===== config.mk =====
export PLATFORM = sky130hd
export DESIGN_NAME = iomem_gpio
export DESIGN_NICKNAME = d
export VERILOG_FILES = /design/src/rtl/iomem_gpio.sv
export SDC_FILE = /design/constraint.sdc
export NUM_CORES = 1
export LEC_CHECK = 0
export ABC_CLOCK_PERIOD_IN_PS = 1860
export CAP_MARGIN = 0
export CORE_ASPECT_RATIO = 0.9
export CORE_UTILIZATION = 40
export CTS_CLUSTER_DIAMETER = 120
export DETAILED_ROUTE_END_ITERATION = 12
export GPL_ROUTABILITY_DRIVEN = 0
export PLACE_DENSITY = 0.73
export SLEW_MARGIN = 0
export SYNTH_ARGS = -nofsm -noshare
export SYNTH_HDL_FRONTEND = slang
export SYNTH_SLANG_ARGS = --single-unit

===== constraint.sdc =====
create_clock -name clk -period 1.86 [get_ports clk]
set_input_delay 0.465 -clock clk [delete_from_list [all_inputs] [get_ports clk]]
set_output_delay 0.465 -clock clk [all_outputs]
set_load 0.005 [all_outputs]

===== src/rtl/iomem_gpio.sv =====
// iomem_gpio: GPIO peripheral for the PicoSoC iomem bus.
// Provides per-bit output data and output enable, a synchronised input path,
// atomic set/clear of the output register and, when the macro
// IOMEM_GPIO_IRQ_EN is defined, per-bit edge-triggered interrupts that are
// combined into one registered level interrupt.
// Reset is synchronous and active-low (resetn).

module iomem_gpio #(
  parameter int         WIDTH       = 32,
  parameter logic [7:0] BASE_ADDR   = 8'h03,
  parameter int         SYNC_STAGES = 2
) (
  input  logic             clk,
  input  logic             resetn,
  input  logic             iomem_valid,
  output logic             iomem_ready,
  input  logic [3:0]       iomem_wstrb,
  input  logic [31:0]      iomem_addr,
  input  logic [31:0]      iomem_wdata,
  output logic [31:0]      iomem_rdata,
  input  logic [WIDTH-1:0] gpio_in,
  output logic [WIDTH-1:0] gpio_out,
  output logic [WIDTH-1:0] gpio_oe,
  output logic             irq
);

  // Word offsets, iomem_addr[4:2].
  localparam logic [2:0] OFF_OUT  = 3'd0;
  localparam logic [2:0] OFF_DIR  = 3'd1;
  localparam logic [2:0] OFF_IN   = 3'd2;
  localparam logic [2:0] OFF_SET  = 3'd3;
  localparam logic [2:0] OFF_CLR  = 3'd4;
  localparam logic [2:0] OFF_EN   = 3'd5;
  localparam logic [2:0] OFF_EDGE = 3'd6;
  localparam logic [2:0] OFF_PEND = 3'd7;

  // Handshake: a request is taken when iomem_valid is high, the address is in
  // our window and no response is being presented (ready_q low). The access
  // completes with a single-cycle ready_q pulse one cycle later; rdata_q holds
  // the pre-write register value alongside it. Unselected requests are left
  // alone so another slave may answer them.
  logic             ready_q;
  logic [31:0]      rdata_q;
  logic             sel;
  logic             wr;
  logic [2:0]       offset;
  logic [31:0]      wmask;
  logic [31:0]      wbits;
  logic [31:0]      rd_val;

  logic [WIDTH-1:0] out_q, out_d;
  logic [WIDTH-1:0] dir_q, dir_d;
  logic [WIDTH-1:0] sync_q [SYNC_STAGES];
  logic [WIDTH-1:0] in_s;

  logic [31:0]      en_rd;
  logic [31:0]      edge_rd;
  logic [31:0]      pend_rd;

  logic             unused_addr;

  assign sel    = iomem_valid && !ready_q && (iomem_addr[31:24] == BASE_ADDR);
  assign wr     = sel && (iomem_wstrb != 4'b0000);
  assign offset = iomem_addr[4:2];
  assign wmask  = {{8{iomem_wstrb[3]}}, {8{iomem_wstrb[2]}},
                   {8{iomem_wstrb[1]}}, {8{iomem_wstrb[0]}}};
  assign wbits  = iomem_wdata & wmask;

  // Address bits that only alias through the window.
  assign unused_addr = ^{iomem_addr[23:5], iomem_addr[1:0]};

  // Byte-strobed replace of a register; bits at or above WIDTH drop out.
  function automatic logic [WIDTH-1:0] merge(input logic [WIDTH-1:0] old,
                                             input logic [31:0]      wd,
                                             input logic [31:0]      m);
    logic [31:0] r;
    r = (32'(old) & ~m) | (wd & m);
    return r[WIDTH-1:0];
  endfunction

  // Pad synchroniser: SYNC_STAGES flops, last stage is the sampled input.
  always_ff @(posedge clk) begin
    if (!resetn) begin
      for (int i = 0; i < SYNC_STAGES; i++) sync_q[i] <= '0;
    end else begin
      sync_q[0] <= gpio_in;
      for (int i = 1; i < SYNC_STAGES; i++) sync_q[i] <= sync_q[i-1];
    end
  end

  assign in_s = sync_q[SYNC_STAGES-1];

  // Next value of OUT and DIR from the current bus write, if any.
  always_comb begin
    out_d = out_q;
    dir_d = dir_q;
    if (wr) begin
      case (offset)
        OFF_OUT: out_d = merge(out_q, iomem_wdata, wmask);
        OFF_DIR: dir_d = merge(dir_q, iomem_wdata, wmask);
        OFF_SET: out_d = out_q | wbits[WIDTH-1:0];
        OFF_CLR: out_d = out_q & ~wbits[WIDTH-1:0];
        default: ;
      endcase
    end
  end

  // Output data and output enable registers.
  always_ff @(posedge clk) begin
    if (!resetn) begin
      out_q <= '0;
      dir_q <= '0;
    end else begin
      out_q <= out_d;
      dir_q <= dir_d;
    end
  end

`ifdef IOMEM_GPIO_IRQ_EN
  logic [WIDTH-1:0] in_p_q;
  logic [WIDTH-1:0] en_q, en_d;
  logic [WIDTH-1:0] edge_q, edge_d;
  logic [WIDTH-1:0] pend_q, pend_d;
  logic [WIDTH-1:0] rise;
  logic [WIDTH-1:0] fall;
  logic [WIDTH-1:0] evt;
  logic             irq_q;

  assign rise = in_s & ~in_p_q;
  assign fall = ~in_s & in_p_q;
  assign evt  = (edge_q & rise) | (~edge_q & fall);

  // IRQ register updates; a fresh event beats a same-cycle W1C.
  always_comb begin
    en_d   = en_q;
    edge_d = edge_q;
    pend_d = pend_q;
    if (wr) begin
      case (offset)
        OFF_EN:   en_d   = merge(en_q, iomem_wdata, wmask);
        OFF_EDGE: edge_d = merge(edge_q, iomem_wdata, wmask);
        OFF_PEND: pend_d = pend_q & ~wbits[WIDTH-1:0];
        default:  ;
      endcase
    end
    pend_d = pend_d | evt;
  end

  // Edge-detect history, IRQ registers and the registered interrupt level.
  always_ff @(posedge clk) begin
    if (!resetn) begin
      in_p_q <= '0;
      en_q   <= '0;
      edge_q <= '0;
      pend_q <= '0;
      irq_q  <= 1'b0;
    end else begin
      in_p_q <= in_s;
      en_q   <= en_d;
      edge_q <= edge_d;
      pend_q <= pend_d;
      irq_q  <= |(pend_q & en_q);
    end
  end

  assign irq     = irq_q;
  assign en_rd   = 32'(en_q);
  assign edge_rd = 32'(edge_q);
  assign pend_rd = 32'(pend_q);
`else
  assign irq     = 1'b0;
  assign en_rd   = 32'h0;
  assign edge_rd = 32'h0;
  assign pend_rd = 32'h0;
`endif

  // Read mux: current (pre-write) register contents.
  always_comb begin
    rd_val = 32'h0;
    case (offset)
      OFF_OUT:  rd_val = 32'(out_q);
      OFF_DIR:  rd_val = 32'(dir_q);
      OFF_IN:   rd_val = 32'(in_s);
      OFF_SET:  rd_val = 32'(out_q);
      OFF_CLR:  rd_val = 32'(out_q);
      OFF_EN:   rd_val = en_rd;
      OFF_EDGE: rd_val = edge_rd;
      OFF_PEND: rd_val = pend_rd;
      default:  rd_val = 32'h0;
    endcase
  end

  // Bus response: one-cycle ready pulse with the read data captured with it.
  always_ff @(posedge clk) begin
    if (!resetn) begin
      ready_q <= 1'b0;
      rdata_q <= 32'h0;
    end else begin
      ready_q <= sel;
      if (sel) rdata_q <= rd_val;
    end
  end

  assign iomem_ready = ready_q;
  assign iomem_rdata = rdata_q;
  assign gpio_out    = out_q;
  assign gpio_oe     = dir_q;

endmodule


==> summary.md, run 1 <==
| Metric | Value |
|---|---|
| Total number of vias | `5922` |
| Syn Nets | `775` |
| Share of cells above drive strength 1 | `0.121` |
| Drt initial violations | `445` |
| Clock slew seen by the registers of the worst setup and hold paths | `0.06 ns` |
| Hold path depth | `1` |
| Largest net degree at the start of global routing | `122` |
| Number of synthesized register bits | `161` |
| Period utilization | `0.993` |
| Crit path launch type | `primary input` |
| Final Slew Violations | `0` |
| FILL cells | `1274` |
| Clk Latency, worst-skew pair | `0.42 ns` |
| Mapped Area | `6380 µm²` |
| Worst ir drop on vdd | `0.618 mV` |
| Syn Inst Count | `672` |
| Crit-path max cell delay | `0.57 ns` |
| Ys flop type | `dfxtp_1` |
| CP Capture Type | `register` |
| Outcome | `finished clean` |
| Avg Synthesized Cell Area | `9.50 µm²` |
| Post-route insts no fill | `1062` |
| Buf/Inv on CP | `3` |
| Area taken by multi-input logic gates | `2980 µm²` |
| Area of the die | `16500 µm²` |
| GRT Total Usage | `0.225` |
| Port bufs | `178` |
| Final-stage net count | `950` |
| Final wirelength | `18.3 mm` |
| Clock Skew | `0.00867 ns` |
| Cts hold-fix bufs | `0` |
| Power Total | `0.00763 W` |
| 1st-pass router iterations | `8` |
| WP data arrival | `2.18 ns` |
| CTS tree | `done` |
| Family with the most delay on the worst path | `buffers and inverters` |
| First-pass GRT wire length | `29.1 mm` |
| Number of enable flip-flop cells after synthesis | `0` |
| Final Hold Vio Count | `0` |
| Root buffer cell | `clkbuf_16` |
| Hold Crit Class | `reg -> reg` |
| Clock buffer count from CTS | `17` |
| Post-route minimum period | `1.85 ns` |
| H-Tree Level Count | `4` |
| Max-cap violations | `0` |
| Maximum clock insertion buffer count | `2` |
| Layout Utilization | `0.606` |
| Antenna diodes | `0` |
| Initial Util | `0.412` |
| Worst Setup Path Type | `in -> reg` |
| Remaining routing DRC violations | `0` |
| WL/cell | `17.3 µm` |
| Register area | `3230 µm²` |
| Slowest cell on the critical path | `clkdlybuf4s50_1` |
| Die height | `122 µm` |
| YS warnings | `0` |
| F_max | `541 MHz` |
| R2R cell count | `5` |
| HPWL Detailed | `12.4 mm` |
| Die Wd | `135 µm` |
| Vias in the first global route | `5746` |
| Final ANT Viol Nets | `0` |
| Sequential fraction of the synthesis area | `0.505` |
| Setup Viol. Count Final | `0` |
| Async SR Flop Fraction | `0` |
| Core Region | `15500 µm²` |
| Pwr dens | `813 nW/µm²` |
| Critical path peak fanout | `8` |
| Worst Path Required | `2.20 ns` |
| CTS sink count | `161` |
| Initial antenna violation count | `0` |
| Post-Place Cells | `1029` |
| Row count | `43` |
| Via/cell ratio | `5.58` |
| Cell chain of the critical path | `clkdlybuf4s50_1 -> nor2b_4 -> nand4b_4 -> buf_4 -> nor2_4 -> buf_12 -> mux2i_2` |
| # IOs | `201` |
| Area growth syn-to-layout | `47.0%` |
| Crit. path cell count | `7` |
| Global route overflow | `0` |
| Leak pwr | `3.39 nW` |
| Distinct cells, synth | `38` |
-- power breakdown --
group	internal (W)	switching, W
clock	0.00209	0.00139
combinational	0.000320	0.000298
sequential	0.00351	0.0000157
total	0.00592	0.00170
-- kinds of logic after synthesis --
| logic type | Yosys count | share of synthesized area |
|---|---|---|
| buffers and inverters | 68 | 0.0429 |
| AND/OR/NAND/NOR | 183 | 0.166 |
| AO/OA/AOI/OAI | 227 | 0.236 |
| other | 1 | 0.000587 |
| multiplexers | 32 | 0.0502 |
| flip-flops | 161 | 0.505 |
-- per-layer routing --
layer / up-vias / GRT usage / part of all wire
met5: - / 0 / 0
met3: 17 / 0.0566 / 0.063
met2: 221 / 0.366 / 0.48
met4: 0 / 0.0667 / 0.011
li1: 2787 / - / -
met1: 2897 / 0.294 / 0.44
-- layout make-up --
cell class	instances	share of cell area
Multi-Input combinational cell	443	0.318
Clock inverter	12	0.0139
Sequential cell	161	0.344
Clock buffer	20	0.0497
Inverter	3	0.00120
Tap cell	202	0.0269
Timing Repair Buffer	221	0.247
-- cells in the mapped netlist, drive strengths merged (2+ instances only) --
master	count	share of area
nand4b	2	0.0051
mux2i	32	0.050
a22oi	32	0.038
o21ai	34	0.027
nor2	4	0.0035
dfxtp	161	0.50
nand2	65	0.038
nor3	4	0.0084
buf	15	0.012
nand4	33	0.032
clkbuf	50	0.030
a2bb2oi	32	0.044
o31ai	31	0.036
and2	65	0.064
nor2b	2	0.0020
a21boi	32	0.038
clkinv	3	0.0018
a21oi	63	0.049
-- cells in the final DEF (no fill, tap or decap), types with 2 or more instances in the layout --
cell type	synthesis	routed
o31ai_2	0	6
a21boi_1	7	7
nand2_1	65	65
dfxtp_2	0	5
clkinv_1	3	3
bufinv_16	0	2
clkinv_2	0	5
buf_4	1	26
and2_1	65	65
clkinv_4	0	2
dlymetal6s2s_1	0	4
clkdlybuf4s50_1	0	172
a2bb2oi_1	32	32
nor2_4	1	2
buf_12	0	16
a21boi_0	25	25
o31ai_1	31	25
nor3_4	3	3
dfxtp_1	161	156
nor2b_4	0	2
clkbuf_8	0	3
a22oi_1	32	32
mux2i_1	32	30
buf_6	0	2
a21oi_1	63	63
clkbuf_16	0	17
nand4_1	33	33
o21ai_0	33	33
-- worst paths after layout --
path                             from                         to  slack (ns)
min          sync_q[0][21]$_SDFF_PN0_   sync_q[0][53]$_SDFF_PN0_        0.43
min reg2reg  sync_q[0][21]$_SDFF_PN0_   sync_q[0][53]$_SDFF_PN0_        0.43
max                     iomem_addr[2]                   register        0.01
max reg2reg    iomem_ready$_SDFF_PN0_  gpio_out[21]$_SDFFE_PN0P_        0.24
-- metrics by stage --
| stage | setup slack [ns] | cell area, µm² | setup TNS, ns | hold WS, ns |
|---|---|---|---|---|
| 2_1_floorplan | 0.0556 | 6380 | 0 | 0.412 |
| 3_3_place_gp | -0.376 | 8700 | -28.75 | 0.414 |
| 3_5_place_dp | -0.441 | 8700 | -32.49 | 0.419 |
| 4_1_cts | 0.0152 | 9300 | 0 | 0.433 |
| 5_1_grt | -0.0229 | 9390 | -0.0886 | 0.446 |
| 6_report | 0.0127 | 9390 | 0 | 0.432 |
-- repair_timing --
item                       in CTS  in global routing
pin swaps                       0                  3
buffers inserted                0                  1
setup endpoints to repair       2                 38
resized for setup               2                 22
(Power assumes the default switching activity.)
==> run 2, diff against run 1 <==
--- a/config.mk
+++ b/config.mk
@@ -17,3 +17,4 @@
 export SYNTH_ARGS = -nofsm -noshare
 export SYNTH_HDL_FRONTEND = slang
 export SYNTH_SLANG_ARGS = --single-unit
+export TNS_END_PERCENT = 5
==> run 2 against run 1 <==
Effect of this change:
- critical path depth fell by 1
- wire length fell by 0.69%
- fmax rose by 1.8%
- worst hold slack barely moved
- clock power barely moved
- power barely moved
- via count fell by 0.30%
- combinational power fell by 1%
- final cell count did not move
- cell area fell by 0.45%
- global-route usage did not move
- count of clock-buffer cells in the layout did not move
- highest routed layer unchanged
==> summary.md, run 2 (synthesized netlist as in run 1, its figures left out) <==
| Metric | Value |
|---|---|
| Outcome | `finished clean` |
| Most common cell after layout, fill and taps aside | `clkdlybuf4s50_1` |
| Antenna diodes | `0` |
| Post-route insts no fill | `1062` |
| Clock slew seen by the registers of the worst setup and hold paths | `0.06 ns` |
| Area of the die | `16500 µm²` |
| GRT Total Usage | `0.225` |
| Drt initial violations | `434` |
| WP data arrival | `2.15 ns` |
| Final Slew Violations | `0` |
| CP Capture Type | `register` |
| Die height | `122 µm` |
| HPWL Detailed | `12.4 mm` |
| Clock buffer count from CTS | `17` |
| Worst Path Required | `2.20 ns` |
| Final wirelength | `18.2 mm` |
| Clk Latency, worst-skew pair | `0.42 ns` |
| Area growth syn-to-layout | `46.3%` |
| H-Tree Level Count | `4` |
| Vias in the first global route | `5746` |
| DP Area | `8700 µm²` |
| Pwr dens | `817 nW/µm²` |
| # IOs | `201` |
| Initial antenna violation count | `0` |
| Hold Crit Class | `reg -> reg` |
| CTS sink count | `161` |
| Final-stage net count | `950` |
| Period utilization | `0.976` |
| Worst hold slack | `0.432 ns` |
| Final ANT Viol Nets | `0` |
| WL/cell | `17.2 µm` |
| Core Region | `15500 µm²` |
| Leak pwr | `3.38 nW` |
| F_max | `551 MHz` |
| Maximum clock insertion buffer count | `2` |
| Remaining routing DRC violations | `0` |
| Worst ir drop on vdd | `0.619 mV` |
| Post-layout worst setup margin | `0.0454 ns` |
| Die Wd | `135 µm` |
| Critical path peak fanout | `31` |
| Post-Place Cells | `1029` |
| Initial Util | `0.412` |
| Global route overflow | `0` |
| Share of cells above drive strength 1 | `0.113` |
| Largest net degree at the start of global routing | `122` |
| Via/cell ratio | `5.56` |
| Clock Skew | `0.00851 ns` |
| First-pass GRT wire length | `29.1 mm` |
| CTS tree | `done` |
| Most frequent cells in the layout | `clkdlybuf4s50_1, dfxtp_1, nand2_1, and2_1, a21oi_1` |
| Port bufs | `178` |
| Final instance area | `9340 µm²` |
| Place WS | `-0.441 ns` |
| Total number of vias | `5904` |
| Post-route minimum period | `1.81 ns` |
| Row count | `43` |
| Max-cap violations | `0` |
| RSZ-0062 raised after global routing | `yes` |
| Crit path launch type | `primary input` |
| Setup Viol. Count Final | `0` |
| 1st-pass router iterations | `5` |
| Root buffer cell | `clkbuf_16` |
| Final Hold Vio Count | `0` |
| Worst Setup Path Type | `in -> reg` |
-- run 2: cell count changes in the layout (fill, tap and decap cells not counted), moves of 2 or more --
cell	change
buf_4	+2
buf_6	-2
dfxtp_1	+2
dfxtp_2	-2
o31ai_1	+5
o31ai_2	-5
-- run 2: per-stage QoR --
step	power (W)	setup TNS [ns]	utilization
detailed placement	0.00421	-32.49	0.561
global placement	0.00419	-28.75	0.561
floorplan	0.00387	0	-
global route	0.00791	-0.127	0.603
CTS	0.00769	0	0.600
finish	0.00763	0	0.603
-- run 2: repair_timing --
| action | CTS | global route |
|---|---|---|
| endpoints found under the hold margin | 0 | 0 |
| gates resized for setup | 2 | 11 |
| endpoints found under the setup margin | 2 | 38 |
| gates cloned | 0 | 0 |
| pin swaps | 0 | 3 |
| hold buffers | 0 | 0 |
| buffers inserted | 0 | 1 |
-- run 2: report_power, final --
group          internal [W]  switching, W
sequential          0.00351     0.0000157
combinational      0.000318      0.000293
clock               0.00209       0.00140
-- run 2: layer usage --
layer / GRT usage / wire [µm] / up-vias / share of wire
li1: - / - / 2785 / -
met1: 0.294 / 8040 / 2879 / 0.44
met2: 0.366 / 8730 / 222 / 0.48
met3: 0.0566 / 1210 / 18 / 0.067
met4: 0.0667 / 235 / 0 / 0.013
met5: 0 / 0 / - / 0
-- run 2: cell type report --
type	count	area (µm²)
clock buffers	20	467
clock inverters	12	130
fillers	1273	6150
inverters	3	11.3
multi-input cells	443	2950
flip-flops and latches	161	3230
well taps	202	253
repair buffers	221	2310
-- run 2: critical path, cell delays in order --
cell and delay (ns):
clkdlybuf4s50_1 0.49, or3b_2 0.57, buf_12 0.20, a21oi_1 0.17, o31ai_1 0.08, a21boi_0 0.18
-- run 2: path summary, 6_finish.rpt --
kind | from | to | slack, ns | cells past startpoint
max | iomem_addr[2] | gpio_out[16]$_SDFFE_PN0P_ | 0.05 | 6
min | sync_q[0][21]$_SDFF_PN0_ | sync_q[0][53]$_SDFF_PN0_ | 0.43 | 1
max reg2reg | iomem_ready$_SDFF_PN0_ | gpio_out[21]$_SDFFE_PN0P_ | 0.27 | 5
min reg2reg | sync_q[0][21]$_SDFF_PN0_ | sync_q[0][53]$_SDFF_PN0_ | 0.43 | 1
==> run 3, diff against run 2 <==
--- a/config.mk
+++ b/config.mk
@@ -7,7 +7,7 @@
 export LEC_CHECK = 0
 export ABC_CLOCK_PERIOD_IN_PS = 1860
 export CAP_MARGIN = 0
-export CORE_ASPECT_RATIO = 0.9
+export CORE_ASPECT_RATIO = 1.5
 export CORE_UTILIZATION = 40
 export CTS_CLUSTER_DIAMETER = 120
 export DETAILED_ROUTE_END_ITERATION = 12
==> run 3 against run 2 <==
Effect of this change:
- register-to-register slack better by 0.02 ns
- largest cell class unchanged
- via count down 1.4%
- count of clock-buffer cells in the layout unchanged
- utilization down 0.27 points
- final cell count up 0.47%
- sequential power about the same
- clock skew up 0.0020 ns
- setup slack worse by 0.0088 ns
- die area about the same
- critical path depth down 5
- highest routed layer unchanged
- critical endpoint is now gpio_oe[4]
- sequential share of layout area down 0.16 points
==> summary.md, run 3 (synthesized netlist as in run 1, its figures left out) <==
| Metric | Value |
|---|---|
| Outcome | `finished clean` |
| Largest net degree at the start of global routing | `63` |
| Row count | `56` |
| GRT Total Usage | `0.229` |
| Worst Path Required | `1.39 ns` |
| Vias in the first global route | `5540` |
| Most common cell after layout, fill and taps aside | `clkdlybuf4s50_1` |
| Period utilization | `0.980` |
| Hold Crit Class | `reg -> reg` |
| WP data arrival | `1.36 ns` |
| Post-route insts no fill | `1067` |
| H-Tree Level Count | `4` |
| Final Slew Violations | `0` |
| Setup slack, reg-to-reg | `0.29 ns` |
| R2R cell count | `5` |
| Clock slew seen by the registers of the worst setup and hold paths | `0.07 ns` |
| Final ANT Viol Nets | `0` |
| Worst ir drop on vdd | `0.602 mV` |
| Global route overflow | `0` |
| CP Capture Type | `output port` |
| Met2 Resource Use GR | `0.410` |
| HPWL Detailed | `12.7 mm` |
| Maximum clock insertion buffer count | `2` |
| Post-CTS sizing | `1` |
| Final wirelength | `18.8 mm` |
| Share of cells above drive strength 1 | `0.119` |
| Place WS | `-0.410 ns` |
| Family with the most delay on the worst path | `buffers and inverters` |
| Layout Utilization | `0.600` |
| Crit path launch type | `register` |
| CTS tree | `done` |
| # IOs | `201` |
| WL/cell | `17.6 µm` |
| Leak pwr | `3.38 nW` |
| Die height | `157 µm` |
| Grt peak-use layer | `met2` |
| Final Hold Vio Count | `0` |
| Initial Util | `0.409` |
| Clock Skew | `0.0105 ns` |
| Post-Place Cells | `1035` |
| CTS sink count | `161` |
| Capturing point of the worst reg2reg path | `gpio_out[5]$_SDFFE_PN0P_` |
| Post-layout worst setup margin | `0.0366 ns` |
| Drt initial violations | `240` |
| Final-stage net count | `954` |
| Initial antenna violation count | `0` |
| Pwr dens | `803 nW/µm²` |
| Core Region | `15600 µm²` |
| Total number of vias | `5822` |
| Clock buffer count from CTS | `17` |
| Antenna diodes | `0` |
| First-pass GRT wire length | `29.3 mm` |
| Critical path peak fanout | `3` |
| Clk Latency, worst-skew pair | `0.42 ns` |
| Root buffer cell | `clkbuf_16` |
| Crit-path max cell delay | `0.58 ns` |
| Worst Setup Path Type | `reg -> out` |
| F_max | `548 MHz` |
| Hold path depth | `1` |
| Die Wd | `105 µm` |
| GR Util met1 | `0.257` |
| RR Startpoint | `iomem_ready$_SDFF_PN0_` |
| 1st-pass router iterations | `4` |
| Crit. path cell count | `1` |
| Port bufs | `178` |
| Power Total | `0.00753 W` |
| RSZ-0062 raised after global routing | `no` |
| Via/cell ratio | `5.46` |
| Slowest cell on the critical path | `clkdlybuf4s50_1` |
| Post-CTS setup buffers | `0` |
| Area of the die | `16500 µm²` |
| GR Util met3 | `0.0558` |
| Setup Viol. Count Final | `0` |
| Post-route minimum period | `1.82 ns` |
| Cell chain of the critical path | `clkdlybuf4s50_1` |
| Buf/Inv on CP | `1` |
| Worst Hold Endpoint | `sync_q[0][45]$_SDFF_PN0_` |
| Most frequent cells in the layout | `clkdlybuf4s50_1, dfxtp_1, nand2_1, and2_1, a21oi_1` |
| Hold Crit Start | `sync_q[0][13]$_SDFF_PN0_` |
| Cts hold-fix bufs | `0` |
| Remaining routing DRC violations | `0` |
| Max-cap violations | `0` |
| Area growth syn-to-layout | `46.9%` |
[run 3: changes by cell type in the layout (fill, tap and decap cells not counted), sizes merged]
cell           change
clkdlybuf4s50      -1
clkinv             -3
inv                +2
dlygate4sd2        +1
clkinvlp           +2
bufinv             -1
buf                +4
[run 3: routing by layer]
| metal | vias to the layer above | wire (µm) |
|---|---|---|
| met5 | - | 0 |
| met4 | 0 | 427 |
| met3 | 34 | 959 |
| met2 | 188 | 9900 |
| met1 | 2811 | 7470 |
| li1 | 2789 | - |
[run 3: worst max path at each step]
| stage | endpoint | start |
|---|---|---|
| 3_3_place_gp | gpio_out[8]$_SDFFE_PN0P_ | iomem_addr[2] |
| 5_1_grt | gpio_out[14] | gpio_out[14]$_SDFFE_PN0P_ |
| 4_1_cts | gpio_out[21]$_SDFFE_PN0P_ | iomem_addr[29] |
| 3_5_place_dp | gpio_out[2]$_SDFFE_PN0P_ | iomem_addr[2] |
| 6_report | gpio_oe[4] | register |
| 2_1_floorplan | gpio_out[10]$_SDFFE_PN0P_ | iomem_addr[3] |
[run 3: through the flow]
stage                     TNS (ns)  hold slack [ns]  area, µm²
after floorplan                  0            0.412       6380
after global placement      -28.85            0.413       8720
after detailed placement    -31.55            0.418       8720
after CTS                        0            0.432       9300
after global routing             0            0.444       9380
final                            0            0.428       9380
[run 3: power breakdown]
group	switching, W	internal, W	leakage, nW
sequential	0.0000156	0.00351	1.31
clock	0.00146	0.00191	0.270
combinational	0.000304	0.000327	1.80
[run 3: layout make-up]
type / instances / area [µm²]
Tap cell: 203 / 254
Fill cell: 1320 / 6250
Inverter: 3 / 11.3
Timing Repair Buffer: 225 / 2350
Clock buffer: 20 / 447
Clock inverter: 12 / 125
Multi-Input combinational cell: 443 / 2970
Sequential cell: 161 / 3220
